<file path="src/rtl/muxn_pipe.sv">
// ---------------------------------------------------------------------------
// muxn_pipe -- registered N-to-1 multiplexer with valid/ready handshakes.
//
// Each accepted beat (in_valid && in_ready) captures input s of the packed
// bus d into the output register.  A select at or beyond NUM_IN captures an
// all-zero word and sets the sticky sel_err flag.  Results are delivered in
// accept order when out_valid && out_ready.
//
// Build option:
//   MUXN_PIPE_SKID_EN  undefined (default): one output register, in_ready is
//                      combinational (!out_valid || out_ready).
//                      defined: registered in_ready backed by a one-entry
//                      skid register, so out_ready never reaches in_ready
//                      combinationally.
//
// Parameters:
//   WIDTH   data width per input
//   NUM_IN  number of data inputs (2..16)
//   SEL_W   select width, 2**SEL_W >= NUM_IN
//
// Ports:
//   clk        clock, all state on rising edge
//   reset_n    asynchronous active-low reset
//   d          packed inputs, input i at d[i*WIDTH +: WIDTH]
//   s          select index, sampled with d on accept
//   in_valid   upstream offers d/s
//   in_ready   block can accept this cycle
//   y          registered selected data
//   out_valid  y holds an undelivered result
//   out_ready  downstream accepts y
//   sel_err    sticky: an out-of-range select was accepted
//   err_clr    synchronous clear of sel_err (a simultaneous new error wins)
// ---------------------------------------------------------------------------
module muxn_pipe #(
    parameter int WIDTH  = 32,
    parameter int NUM_IN = 4,
    parameter int SEL_W  = 2
) (
    input  logic                    clk,
    input  logic                    reset_n,
    input  logic [NUM_IN*WIDTH-1:0] d,
    input  logic [SEL_W-1:0]        s,
    input  logic                    in_valid,
    output logic                    in_ready,
    output logic [WIDTH-1:0]        y,
    output logic                    out_valid,
    input  logic                    out_ready,
    output logic                    sel_err,
    input  logic                    err_clr
);

    logic [WIDTH-1:0] sel_data;
    logic             sel_oob;
    logic             accept;
    logic             deliver;
    logic [WIDTH-1:0] y_q;
    logic             out_valid_q;
    logic             sel_err_q;

    // Selection: out-of-range indices leave the all-zero default in place.
    // NOTE: every variable assigned in always_comb gets a default first so no
    // path leaves it unassigned and no latch is inferred.
    always_comb begin
        sel_data = '0;
        for (int i = 0; i < NUM_IN; i++) begin
            if (int'(s) == i) begin
                sel_data = d[i*WIDTH +: WIDTH];
            end
        end
    end

    assign sel_oob = (int'(s) >= NUM_IN);
    assign accept  = in_valid && in_ready;
    assign deliver = out_valid_q && out_ready;

    // Sticky select error; a new error on the same edge beats err_clr.
    // NOTE: sequential state uses non-blocking assignments so every flop
    // samples pre-edge values regardless of block ordering.
    always_ff @(posedge clk or negedge reset_n) begin
        if (!reset_n) begin
            sel_err_q <= 1'b0;
        end else if (accept && sel_oob) begin
            sel_err_q <= 1'b1;
        end else if (err_clr) begin
            sel_err_q <= 1'b0;
        end
    end

`ifdef MUXN_PIPE_SKID_EN
    logic [WIDTH-1:0] skid_q;
    logic             skid_full_q;
    logic             in_ready_q;

    // Output and skid control.  in_ready_q mirrors !skid_full_q but is its
    // own flop so in_ready has no logic behind it.  Invariant: skid_full_q
    // implies out_valid_q, and no accept can happen while the skid is full.
    always_ff @(posedge clk or negedge reset_n) begin
        if (!reset_n) begin
            y_q         <= '0;
            out_valid_q <= 1'b0;
            skid_full_q <= 1'b0;
            in_ready_q  <= 1'b1;
        end else if (skid_full_q) begin
            if (deliver) begin
                y_q         <= skid_q;
                skid_full_q <= 1'b0;
                in_ready_q  <= 1'b1;
            end
        end else if (accept) begin
            if (!out_valid_q || out_ready) begin
                y_q         <= sel_data;
                out_valid_q <= 1'b1;
            end else begin
                // Output stalled this cycle: park the beat accepted on the
                // strength of last cycle's registered in_ready.
                skid_full_q <= 1'b1;
                in_ready_q  <= 1'b0;
            end
        end else if (deliver) begin
            out_valid_q <= 1'b0;
        end
    end

    // NOTE: the skid payload has no reset; skid_full_q alone says whether it
    // holds anything, so clearing the flag discards the entry.
    always_ff @(posedge clk) begin
        if (accept && out_valid_q && !out_ready) begin
            skid_q <= sel_data;
        end
    end

    assign in_ready = in_ready_q;
`else
    // Single output register: load on accept, empty on a delivery with no
    // replacement.  Accept and delivery together replace y at full rate.
    always_ff @(posedge clk or negedge reset_n) begin
        if (!reset_n) begin
            y_q         <= '0;
            out_valid_q <= 1'b0;
        end else if (accept) begin
            y_q         <= sel_data;
            out_valid_q <= 1'b1;
        end else if (deliver) begin
            out_valid_q <= 1'b0;
        end
    end

    assign in_ready = !out_valid_q || out_ready;
`endif

    assign y         = y_q;
    assign out_valid = out_valid_q;
    assign sel_err   = sel_err_q;

endmodule
</file>
<file path="config.mk">
export PLATFORM = sky130hd
export DESIGN_NAME = muxn_pipe
export DESIGN_NICKNAME = d
export VERILOG_FILES = /design/src/rtl/muxn_pipe.sv
export SDC_FILE = /design/constraint.sdc
export NUM_CORES = 1
export LEC_CHECK = 0
export BUFFER_PORTS_ARGS = -buffer_cell sky130_fd_sc_hd__buf_4
export CORE_MARGIN = 5
export CORE_UTILIZATION = 45
export CTS_BUF_LIST = sky130_fd_sc_hd__clkbuf_8
export CTS_CLUSTER_SIZE = 24
export DETAILED_ROUTE_END_ITERATION = 7
export GPL_TIMING_DRIVEN = 0
export PLACE_DENSITY = 0.86
export RECOVER_POWER = 100
export SETUP_SLACK_MARGIN = 0.5
export SYNTH_ARGS = -nofsm -noshare
export SYNTH_HDL_FRONTEND = slang
export SYNTH_SLANG_ARGS = --single-unit
</file>
<file path="constraint.sdc">
create_clock -name clk -period 3.5 [get_ports clk]
set_input_delay 0.35 -clock clk [delete_from_list [all_inputs] [get_ports clk]]
set_output_delay 0.35 -clock clk [all_outputs]
set_load 0.005 [all_outputs]
</file>
; Word-level counts from Yosys, hierarchy flattened
; Index checks and enable logic that the tools add are counted.
[classes]
eq_ne = 3
mux = 6
reduce_logical = 6
[op_table]
columns = cell, count
row1 = 32-bit 2-to-1 mux, 4
row2 = "2-bit == test, second input constant", 2
row3 = "2-bit by 1-bit == test with 1-bit output, second input constant", 1
row4 = 1-bit logical AND, 2
row5 = 2-bit zero test, 1
row6 = 1-bit 2-to-1 mux, 2
row7 = 2-bit nonzero test, 1
row8 = 1-bit zero test, 1
row9 = 1-bit logical OR, 1
[totals]
output_inout_bits = 35
register_bits = 33
wordCells = 17
input_bits = 135

; Longest topological paths before layout
; Gate-level depths: netlist of run 1.
[depth]
ltp_word = 5
mapped_depth = 5
mapped_depth_nobuf = 4

; Worst setup path after synthesis of run 1
; Ideal clock, no wire load.
[synth_path]
path_kind = register to register
from = register out_valid_q, in the netlist out_valid
to = register y_q[0], in the netlist y[0]
setup_time_ns = 0.086
arrival_time_ns = 1.201
stages_incl_launch_ff = 6
n_path_buf = 2
required_ns = 3.414
path_slack_ns = 2.214
period_less_slack_ns = 1.286
cell_sequence = dfrtp_1 > nor2b_4 > or3_1 > buf_6 > buf_6 > o221ai_2
[synth_via]
elab_chain_len = 3
[synth_lines]
columns = item, line_no
row1 = "start, declared", 57  ; logic out_valid_q;
row2 = "start signal, assigned", 139  ; out_valid_q <= 1'b0;
row3 = "start signal, assigned", 142  ; out_valid_q <= 1'b1;
row4 = "start signal, assigned", 144  ; out_valid_q <= 1'b0;
row5 = 1-bit zero test, 148  ; assign in_ready = !out_valid_q || out_ready;
row6 = 1-bit logical OR, 148
row7 = 1-bit logical AND, 73  ; assign accept = in_valid && in_ready;
row8 = "end signal, assigned", 141  ; y_q <= sel_data;
row9 = "end, declared", 56  ; logic [WIDTH-1:0] y_q;
; Every way passes these cells.
; A chain may end at the register's enable or synchronous reset.

; Final worst setup path of run 1
[layout_path]
from = register out_valid_q, in the netlist out_valid
to = register y_q[7], in the netlist y[7]
; The elaborated chain is that of the path after synthesis.

==> flow_summary_export.csv, run 1 <==
group,metric,value,unit
pwr,cellPowerDensity,334.3,mW/mm2
synthesis,yosys-top-cells-count,"sky130_fd_sc_hd__mux2i_1 (64), sky130_fd_sc_hd__dfrtp_1 (33), sky130_fd_sc_hd__o21ai_0 (32)",
synthesis,synth-seq-area-share,36.36,%
die,die_footprint,0.006567,mm2
setup_path,rrSetupSlack,1430,ps
setup_path,crit_required,3630,ps
grt,grt_start_max_net_pins,34,
setup_path,cp-start-kind,"flop",
setup_path,worst_path_max_delay_cell,"sky130_fd_sc_hd__clkbuf_1",
sta,timing_hold_violations_final,0,
finish,post_route_cells_drive_above_1_share,50.00,%
synthesis,most_common_cell_in_the_netlist,"sky130_fd_sc_hd__mux2i_1",
detailed_routing,wl_per_cell,18.27,um
run,drv.max_cap_violation_count,1,
detailed_routing,drtIter0Drc,96,
die,die_height,81.04,um
synthesis,ys_ff_latch,33,
setup_path,timing.critical_path.fanout_max,10,
placed_design,dp.final_hpwl,6284,um
setup_path,crit_type,"flop to flop",
synthesis,synthesis.instances,189,
sta,setup-violations-final,0,
setup_path,crit_family,"buffers and inverters",
sta,finClkSkew,4.952,ps
cts,cts_resizes,0,
synthesis,synth_flop_cell,"sky130_fd_sc_hd__dfrtp_1",
grt,grt_util_met1,29.14,%
grt,grt_remaining_overflow,0,
cts,clock_path_buffers,2,
synthesis,asyncSetResetFlopFracSynth,100.0,%
synthesis,synth_simple_gate_area_share,1.267,%
sta,finalSetupTns,0,ps
die,floorplan.initialDensity,47.14,%
synthesis,synth_nets,324,
detailed_routing,finalWirelength,7837,um
cts,clock_latency,280,ps
setup_path,crit_arrival,2200,ps
detailed_routing,route.detailed.vias_per_inst,5.294,
min_path,hold_path.class,"primary input to flop",
synthesis,synth_compound_gate_area_share,27.66,%
placed_design,gp_routability_congestion,0.7579,
pwr,ir_drop,0.1886,mV
setup_path,worst-path-buf-inv,2,
synthesis,synth-warning-count,0,
min_path,worst_hold_path.num_cells,3,
synthesis,avgSynthCellArea,12.02,um2
die,core_area,0.004817,mm2
synthesis,synth.top_cells.by_area,"sky130_fd_sc_hd__dfrtp_1 (36%), sky130_fd_sc_hd__mux2i_1 (28%), sky130_fd_sc_hd__o221ai_2 (20%)",
sta,period_share,59.23,%
sta,grt_setup_unrepaired,"false",
cts,post_cts_buffers,0,
outcome,violations,"max-capacitance violations, max-slew violations",
synthesis,share_of_cell_area_taken_by_muxes_after_synthesis,28.21,%
setup_path,worstSetupEndpointType,"flop",
sta,timing.final.crit_period,2073,ps
synthesis,post_synth_instance_area,0.002271,mm2
grt,first_pass_grt_wire_length,12110,um
setup_path,reg2reg_from,"out_valid$_DFFE_PN0P_",
cts,cts_tree,"yes",
cts,clock_tree.root_cell,"sky130_fd_sc_hd__clkbuf_8",
sta,drv_slew,34,
placed_design,buffer_ports.inserted,166,
grt,first_global_vias,2374,
die,placement_rows,25,
pwr,standby_leakage_power,1.739,nW
synthesis,synth_largest_area_cell,"sky130_fd_sc_hd__dfrtp_1",
sta,timing_limited_maximum_frequency,482.4,MHz
setup_path,r2r-end,"y[7]$_DFFE_PN0P_",
synthesis,synth-adder-area-share,0,%
grt,global_route.peak_usage_layer,"met2",
outcome,run_status,"finished, violations left",
cts,htreeDepth,2,
synthesis,number_of_flops_mapped_to_enable_cells_by_yosys,0,
detailed_routing,route.detailed.drc,0,
detailed_routing,final_antenna_net_count,0,
synthesis,synth_top_family_by_area,"multiplexers",
synthesis,synth_area_in_xor_xnor,0,%
sta,final.hold.worst_slack,384.5,ps
die,horiz_die_dim,81.04,um
finish,area_delta_synth_final,53.83,%
grt,grt.total_usage,24.19,%
setup_path,reg2reg_depth,5,
cts,worst_setup_hold_path_clk_slew,70,ps
cts,post_cts_hold_buffer_count,0,
synthesis,synth.distinct_cells,16,
die,pin_count,170,
setup_path,cp_slowest_stage_delay,560,ps
finish,insertedDiodeCount,0,
finish,nNetsFinal,497,
min_path,hold-path-endpoint,"y[11]$_DFFE_PN0P_",
synthesis,synth.top_cell.area_share,36.36,%
setup_path,worstPathCellList,"nor2b_1 > inv_1 > nand3_1 > clkbuf_1 > o221ai_1",
grt,grt_antenna_before_repair,0,
detailed_routing,first_pass_iters,4,
cts,number_of_buffers_created_by_cts,5,
min_path,hp-start,"d[11]",
sta,tightest_slew,1795,ps
grt,grtUsageMet2,42.28,%
detailed_routing,routed-via-count,2271,
sta,maxSlewHeadroom,-19.69,%
grt,global_route.usage.met3,7.317,%
cts,cts_num_sinks,33,
==> layout by cell type (no fill, tap or decap) <==
cell type / instances
sky130_fd_sc_hd__buf_2: 7
sky130_fd_sc_hd__buf_4: 134
sky130_fd_sc_hd__buf_6: 1
sky130_fd_sc_hd__clkbuf_1: 30
sky130_fd_sc_hd__clkbuf_4: 15
sky130_fd_sc_hd__clkbuf_8: 6
sky130_fd_sc_hd__conb_1: 1
sky130_fd_sc_hd__dfrtp_1: 33
sky130_fd_sc_hd__inv_1: 2
sky130_fd_sc_hd__inv_2: 1
sky130_fd_sc_hd__mux2i_1: 64
sky130_fd_sc_hd__nand2_1: 1
sky130_fd_sc_hd__nand3_1: 1
sky130_fd_sc_hd__nor2b_1: 1
sky130_fd_sc_hd__o21ai_0: 32
sky130_fd_sc_hd__o221ai_1: 15
sky130_fd_sc_hd__o221ai_2: 17
sky130_fd_sc_hd__or3_1: 1
==> metal layers <==
metal	vias up	wire, um
li1	1085	-
met1	1075	3003
met2	102	3980
met3	9	746
met4	0	106
met5	-	0
==> sequential cells by signal (all words and copies together) (netlist names) <==
name / count
y: 32
out_valid: 1
==> stage by stage <==
stage	util (%)	worst slack, ps	power (mW)	cells	area [um2]
2_1_floorplan	-	2214	0.6745	189	2271
3_3_place_gp	74.75	1995	0.9316	422	3601
3_5_place_dp	74.75	1995	0.9429	422	3601
4_1_cts	76.55	2059	1.231	429	3687
5_1_grt	72.52	1173	1.236	429	3493
6_report	72.52	1427	1.168	429	3493
==> worst min-delay path, delay by kind of cell <==
kind | cells | cell delay [ps]
AO/OA/AOI/OAI | 1 | 140
buffers and inverters | 1 | 70
multiplexers | 1 | 70
==> power by group <==
part	internal, mW	switching [mW]	leakage (nW)
Combinational	0.226	0.178	1.29
Clock	0.153	0.138	0.0485
Sequential	0.443	0.0294	0.405
==> kinds of logic (layout without fill, tap and decap cells) <==
logic type      Yosys count  count (layout)
buf+inv                  23             196
flops                    33              33
mux                      64              64
compound gates           64              64
other cells               1               1
simple gates              4               4
==> area by class of cell <==
type	count	area, um2
buffer	21	106.4
clock buffer	6	82.58
clock inverter	1	3.754
fill	412	1324
inverter	2	7.507
multi-input combinational	133	1212
sequential	33	825.8
tap	67	83.83
timing repair buffer	166	1171
==> worst max-delay path by stage <==
stage | start | endpoint | slack [ps] | depth (start not counted)
finish | out_valid$_DFFE_PN0P_ | y[7]$_DFFE_PN0P_ | 1430 | 5
global route | out_valid$_DFFE_PN0P_ | y[10]$_DFFE_PN0P_ | 1170 | 5
CTS | out_valid$_DFFE_PN0P_ | in_ready | 2060 | 3
detailed placement | out_ready | y[17]$_DFFE_PN0P_ | 1990 | 6
global placement | out_ready | y[17]$_DFFE_PN0P_ | 2000 | 6
floorplan | out_valid$_DFFE_PN0P_ | y[0]$_DFFE_PN0P_ | 2210 | 5
Note: power is estimated with default switching activity, not from simulation.
==> run 2: changes to the inputs <==
--- a/config.mk
+++ b/config.mk
@@ -7,12 +7,12 @@
 export LEC_CHECK = 0
 export BUFFER_PORTS_ARGS = -buffer_cell sky130_fd_sc_hd__buf_4
 export CORE_MARGIN = 5
-export CORE_UTILIZATION = 45
+export CORE_UTILIZATION = 38
 export CTS_BUF_LIST = sky130_fd_sc_hd__clkbuf_8
 export CTS_CLUSTER_SIZE = 24
 export DETAILED_ROUTE_END_ITERATION = 7
 export GPL_TIMING_DRIVEN = 0
-export PLACE_DENSITY = 0.86
+export PLACE_DENSITY = 0.78
 export RECOVER_POWER = 100
 export SETUP_SLACK_MARGIN = 0.5
 export SYNTH_ARGS = -nofsm -noshare
==> constraint.sdc (replaced) <==
create_clock -name clk -period 1.7 [get_ports clk]
set_input_delay 0.17 -clock clk [delete_from_list [all_inputs] [get_ports clk]]
set_output_delay 0.17 -clock clk [all_outputs]
set_load 0.005 [all_outputs]
==> flow_summary_export.csv, run 2 (same netlist as run 1, synthesis figures left out) <==
group,metric,value,unit
placed_design,buffer_ports.inserted,166,
cts,clock_path_buffers,2,
sta,tightest_slew,815.2,ps
finish,insertedDiodeCount,0,
run,drv.max_cap_violation_count,0,
cts,worst_setup_hold_path_clk_slew,70,ps
finish,largest_register_ff_count,32,
pwr,pwr-share-clk,24.3,%
sta,timing.final.crit_period,1424,ps
finish,finish.utilization,61.18,%
setup_path,crit_required,1880,ps
sta,period_share,83.76,%
sta,drv_slew,0,
detailed_routing,first_pass_iters,4,
sta,finClkSkew,4.369,ps
grt,first_pass_grt_wire_length,12250,um
sta,timing_limited_maximum_frequency,702.3,MHz
die,placement_rows,28,
die,core_area,0.005851,mm2
setup_path,crit_arrival,1600,ps
sta,setup-violations-final,0,
cts,number_of_buffers_created_by_cts,5,
die,floorplan.initialDensity,38.82,%
grt,first_global_vias,2498,
sta,finalSetupTns,0,ps
detailed_routing,wl_per_cell,18.24,um
grt,grt_antenna_before_repair,0,
min_path,hold_path.class,"primary input to flop",
die,pin_count,170,
detailed_routing,route.detailed.vias_per_inst,5.259,
finish,final_common_cell,"sky130_fd_sc_hd__buf_4",
cts,htreeDepth,2,
pwr,switching_share,28.70,%
pwr,cellPowerDensity,672.5,mW/mm2
pwr,power_report.internal_total,1.717,mW
pwr,pwr-share-comb,35.3,%
die,horiz_die_dim,87.31,um
finish,layout.cells.most_common_list,"sky130_fd_sc_hd__buf_4 (135), sky130_fd_sc_hd__mux2i_1 (64), sky130_fd_sc_hd__dfrtp_1 (33)",
detailed_routing,routed-via-count,2314,
grt,global_route.peak_usage_layer,"met2",
finish,post_route_cells_drive_above_1_share,50.41,%
grt,global_route.usage.met3,6.433,%
grt,grt_remaining_overflow,0,
sta,timing_hold_violations_final,0,
setup_path,crit_type,"flop to flop",
placed_design,dp.final_hpwl,6358,um
cts,clock_latency,280,ps
finish,area_delta_synth_final,57.63,%
die,die_footprint,0.007622,mm2
setup_path,cp-start-kind,"flop",
setup_path,worstSetupEndpointType,"flop",
detailed_routing,final_antenna_net_count,0,
placed_design,gp_routability_congestion,0.7411,
grt,grt.total_usage,20.44,%
pwr,net-switching-power,690.9,uW
grt,grt_util_met1,22.63,%
outcome,run_status,"finished, final reports clean",
cts,cts_tree,"yes",
grt,grt_start_max_net_pins,34,
pwr,seq_power_share,40.4,%
finish,nNetsFinal,500,
cts,clock_tree.root_cell,"sky130_fd_sc_hd__clkbuf_8",
sta,grt_setup_unrepaired,"true",
detailed_routing,route.detailed.drc,0,
grt,grtUsageMet2,38.15,%
cts,cts_num_sinks,33,
finish,fillers,556,
die,die_height,87.31,um
setup_path,timing.critical_path.fanout_max,10,
detailed_routing,finalWirelength,8026,um
pwr,ir_drop,0.4149,mV
pwr,standby_leakage_power,1.807,nW
detailed_routing,drtIter0Drc,39,
sta,maxSlewHeadroom,45.65,%
run 2: changes by cell type in the layout (fill, tap and decap cells not counted), moves of 2 or more:
cell	before	now
sky130_fd_sc_hd__o221ai_2	17	6
sky130_fd_sc_hd__buf_8	0	3
sky130_fd_sc_hd__clkbuf_4	15	18
sky130_fd_sc_hd__buf_12	0	2
sky130_fd_sc_hd__clkbuf_1	30	21
sky130_fd_sc_hd__o221ai_1	15	25
run 2: worst max-delay path: stages, from the launching register on:
cell	delay, ps
sky130_fd_sc_hd__dfrtp_1	380
sky130_fd_sc_hd__nor2b_4	150
sky130_fd_sc_hd__or3_1	320
sky130_fd_sc_hd__buf_6	150
sky130_fd_sc_hd__buf_12	140
sky130_fd_sc_hd__o221ai_1	190
run 2: final timing paths:
check	startpoint	to	slack, ps	cells past startpoint
max	out_valid$_DFFE_PN0P_	y[25]$_DFFE_PN0P_	280	5
min	d[13]	y[13]$_DFFE_PN0P_	200	3
max reg2reg	out_valid$_DFFE_PN0P_	y[25]$_DFFE_PN0P_	280	5
min reg2reg	y[29]$_DFFE_PN0P_	y[29]$_DFFE_PN0P_	520	2
max in group asynchronous	reset_n	y[27]$_DFFE_PN0P_	660	2
min in group asynchronous	reset_n	out_valid$_DFFE_PN0P_	520	2
run 2: cell type report:
cell class | instances | area [um2] | share of cell area, %
repair buffers | 169 | 1209 | 33.76
multi-input cells | 133 | 1181 | 33.00
flip-flops and latches | 33 | 825.8 | 23.07
plain buffers | 21 | 176.4 | 4.928
well taps | 75 | 93.84 | 2.621
clock buffers | 6 | 82.58 | 2.307
inverters | 2 | 7.507 | 0.2097
clock inverters | 1 | 3.754 | 0.1049
run 2: power by group through the flow:
stage | clock (mW) | sequential, mW | combinational (mW)
global route | 0.628 | 0.988 | 0.927
floorplan | 0 | 0.994 | 0.396
CTS | 0.595 | 0.976 | 0.980
finish | 0.585 | 0.973 | 0.850
global placement | 0 | 0.980 | 0.938
detailed placement | 0 | 0.989 | 0.960
run 2: timing repair:
| item | CTS | global route |
|---|---|---|
| buffers inserted | 1 | 1 |
| resized for setup | 7 | 7 |
| endpoints found under the setup margin | 33 | 33 |
| endpoints found under the hold margin | 33 | 0 |
| pin swaps | 1 | 0 |
| hold buffers | 1 | 0 |
run 2: per-layer routing:
metal | part of all wire [%] | up-vias
li1 | - | 1094
met1 | 36 | 1119
met2 | 54 | 95
met3 | 9.3 | 6
met4 | 0.86 | 0
met5 | 0 | -
run 2: stage by stage:
| step | power (mW) | area [um2] | hold WS (ps) | std cells | setup WS [ps] |
|---|---|---|---|---|---|
| floorplan | 1.390 | 2280 | -125.6 | 189 | 413.6 |
| global placement | 1.918 | 3620 | 140.0 | 430 | 363.6 |
| detailed placement | 1.949 | 3620 | 139.9 | 430 | 319.6 |
| CTS | 2.551 | 3762 | 202.8 | 439 | 306.7 |
| global route | 2.543 | 3580 | 204.7 | 440 | 183.5 |
| finish | 2.407 | 3580 | 203.0 | 440 | 276.1 |
==> run 3: changes to the inputs <==
--- a/config.mk
+++ b/config.mk
@@ -7,12 +7,12 @@
 export LEC_CHECK = 0
 export BUFFER_PORTS_ARGS = -buffer_cell sky130_fd_sc_hd__buf_4
 export CORE_MARGIN = 5
-export CORE_UTILIZATION = 38
+export CORE_UTILIZATION = 42
 export CTS_BUF_LIST = sky130_fd_sc_hd__clkbuf_8
 export CTS_CLUSTER_SIZE = 24
 export DETAILED_ROUTE_END_ITERATION = 7
 export GPL_TIMING_DRIVEN = 0
-export PLACE_DENSITY = 0.78
+export PLACE_DENSITY = 0.81
 export RECOVER_POWER = 100
 export SETUP_SLACK_MARGIN = 0.5
 export SYNTH_ARGS = -nofsm -noshare
==> constraint.sdc (replaced) <==
create_clock -name clk -period 1.45 [get_ports clk]
set_input_delay 0.145 -clock clk [delete_from_list [all_inputs] [get_ports clk]]
set_output_delay 0.145 -clock clk [all_outputs]
set_load 0.005 [all_outputs]
==> flow_summary_export.csv, run 3 (same netlist as run 1, synthesis figures left out) <==
group,metric,value,unit
finish,layout.cell_area.non_filler,0.003736,mm2
sta,grt_setup_unrepaired,"true",
sta,maxSlewHeadroom,45.48,%
outcome,run_status,"finished, final reports clean",
pwr,power_report.internal_total,2.071,mW
setup_path,cp-start-kind,"flop",
finish,fillers,410,
finish,insertedDiodeCount,0,
detailed_routing,final_antenna_net_count,0,
setup_path,crit_path_end,"y[8]$_DFFE_PN0P_",
detailed_routing,drtIter0Drc,57,
sta,timing_hold_violations_final,0,
cts,cts_num_sinks,33,
detailed_routing,wl_per_cell,18.28,um
cts,htreeDepth,2,
setup_path,crit_required,1640,ps
grt,first_pass_grt_wire_length,12680,um
setup_path,reg2reg_from,"out_valid$_DFFE_PN0P_",
setup_path,rrSetupSlack,60,ps
die,pin_count,170,
finish,area_delta_synth_final,64.52,%
die,core_area,0.005172,mm2
setup_path,timing.critical_path.fanout_max,10,
cts,clock_latency,280,ps
cts,worst_setup_hold_path_clk_slew,70,ps
grt,grt_antenna_before_repair,0,
finish,final_common_cell,"sky130_fd_sc_hd__buf_4",
setup_path,worstSetupEndpointType,"flop",
placed_design,dp_worst_setup_slack,97.06,ps
placed_design,buffer_ports.inserted,166,
detailed_routing,first_pass_iters,4,
pwr,pwr-share-comb,37.3,%
grt,grt_start_max_net_pins,34,
sta,final_worst_slack,58.88,ps
cts,clock_tree.root_cell,"sky130_fd_sc_hd__clkbuf_8",
finish,layout.cells.most_common_list,"sky130_fd_sc_hd__buf_4 (134), sky130_fd_sc_hd__mux2i_1 (64), sky130_fd_sc_hd__dfrtp_1 (33)",
pwr,standby_leakage_power,1.808,nW
run,drv.max_cap_violation_count,0,
pwr,net-switching-power,845.9,uW
pwr,pwr-share-clk,23.7,%
sta,timing.final.crit_period,1391,ps
grt,grt_remaining_overflow,0,
die,die_footprint,0.006977,mm2
setup_path,crit_arrival,1590,ps
placed_design,placed_area,0.003613,mm2
sta,setup-violations-final,0,
die,die_height,83.53,um
setup_path,crit_type,"flop to flop",
sta,tightest_slew,817.8,ps
min_path,hp-start,"d[81]",
die,horiz_die_dim,83.53,um
cts,number_of_buffers_created_by_cts,5,
sta,finalSetupTns,0,ps
die,placement_rows,26,
setup_path,reg2reg_depth,5,
sta,period_share,95.94,%
setup_path,worstSetupStartpoint,"out_valid$_DFFE_PN0P_",
sta,drv_slew,0,
cts,cts_tree,"yes",
sta,finClkSkew,7.963,ps
pwr,switching_share,29.00,%
placed_design,gp_routability_congestion,0.7851,
finish,nNetsFinal,501,
finish,final-instance-count-excl-fill,436,
detailed_routing,route.detailed.vias_per_inst,5.268,
grt,first_global_vias,2550,
placed_design,dpl.cell_count,425,
die,floorplan.initialDensity,43.90,%
pwr,seq_power_share,39.0,%
setup_path,r2r-end,"y[8]$_DFFE_PN0P_",
placed_design,dp.final_hpwl,6177,um
min_path,hold_path.class,"primary input to flop",
cts,clock_path_buffers,2,
grt,grt.total_usage,22.45,%
sta,timing_limited_maximum_frequency,718.8,MHz
finish,largest_register_ff_count,32,
detailed_routing,route.detailed.drc,0,
pwr,ir_drop,0.5805,mV
finish,post_route_cells_drive_above_1_share,51.09,%
pwr,cellPowerDensity,780.9,mW/mm2
detailed_routing,finalWirelength,7971,um
detailed_routing,routed-via-count,2297,
run 3: cell count changes in the layout (fill, tap and decap cells not counted):
cell and change:
sky130_fd_sc_hd__o221ai_2 +18, sky130_fd_sc_hd__clkbuf_1 -3, sky130_fd_sc_hd__buf_6 +5, sky130_fd_sc_hd__buf_12 -1, sky130_fd_sc_hd__o21ai_0 -1, sky130_fd_sc_hd__clkdlybuf4s25_1 +19
sky130_fd_sc_hd__clkbuf_4 -16, sky130_fd_sc_hd__nand3_2 +1, sky130_fd_sc_hd__nand3_4 -1, sky130_fd_sc_hd__o21ai_1 +1, sky130_fd_sc_hd__buf_8 -2, sky130_fd_sc_hd__o221ai_1 -18
sky130_fd_sc_hd__buf_4 -1
run 3: per-layer routing:
metal	up-vias	share of wire [%]	global-route usage, %
li1	1100	-	-
met1	1098	38	26.04
met2	89	54	39.72
met3	10	6.1	5.627
met4	0	1.9	8.480
met5	-	0	0
run 3: worst min path at each step:
| stage | end | slack, ps | depth (start not counted) |
|---|---|---|---|
| after floorplan | out_valid$_DFFE_PN0P_ | -150 | 0 |
| after global placement | y[6]$_DFFE_PN0P_ | 110 | 1 |
| after detailed placement | y[4]$_DFFE_PN0P_ | 120 | 1 |
| after CTS | y[8]$_DFFE_PN0P_ | 180 | 3 |
| after global routing | y[8]$_DFFE_PN0P_ | 190 | 3 |
| final | y[17]$_DFFE_PN0P_ | 180 | 3 |
run 3: cell type report:
type	instances	area (um2)	area share, %
Buffer	21	160.2	4.287
Clock buffer	6	82.58	2.210
Clock inverter	1	3.754	0.1005
Inverter	2	7.507	0.2009
Multi-Input combinational cell	133	1286	34.43
Sequential cell	33	825.8	22.10
Tap cell	70	87.58	2.344
Timing Repair Buffer	170	1282	34.33
run 3: power groups by stage:
| stage | logic [mW] | registers [mW] | clock network, mW |
|---|---|---|---|
| 2_1_floorplan | 0.464 | 1.17 | 0 |
| 3_3_place_gp | 1.10 | 1.15 | 0 |
| 3_5_place_dp | 1.12 | 1.15 | 0 |
| 4_1_cts | 1.17 | 1.15 | 0.703 |
| 5_1_grt | 1.18 | 1.16 | 0.741 |
| 6_report | 1.09 | 1.14 | 0.691 |
run 3: repair_timing:
item                       4_1_cts  5_1_grt
setup buffers                    1        2
hold endpoints to repair        33        0
resized for setup               17       31
hold buffers                     1        0
pin swaps                        0        1
setup endpoints to repair       45       66
run 3: worst max-delay path, stage by stage, from the launching register on:
cell and delay (ps):
sky130_fd_sc_hd__dfrtp_1 390, sky130_fd_sc_hd__nor2b_4 150, sky130_fd_sc_hd__or3_1 320, sky130_fd_sc_hd__buf_6 150
sky130_fd_sc_hd__buf_6 150, sky130_fd_sc_hd__o221ai_1 150
run 3: metrics by stage:
| step | hold WS (ps) | util, % | total power [mW] |
|---|---|---|---|
| 2_1_floorplan | -150.6 | - | 1.630 |
| 3_3_place_gp | 111.2 | 69.86 | 2.249 |
| 3_5_place_dp | 115.1 | 69.86 | 2.274 |
| 4_1_cts | 181.9 | 73.20 | 3.022 |
| 5_1_grt | 188.4 | 72.23 | 3.077 |
| 6_report | 182.9 | 72.23 | 2.917 |
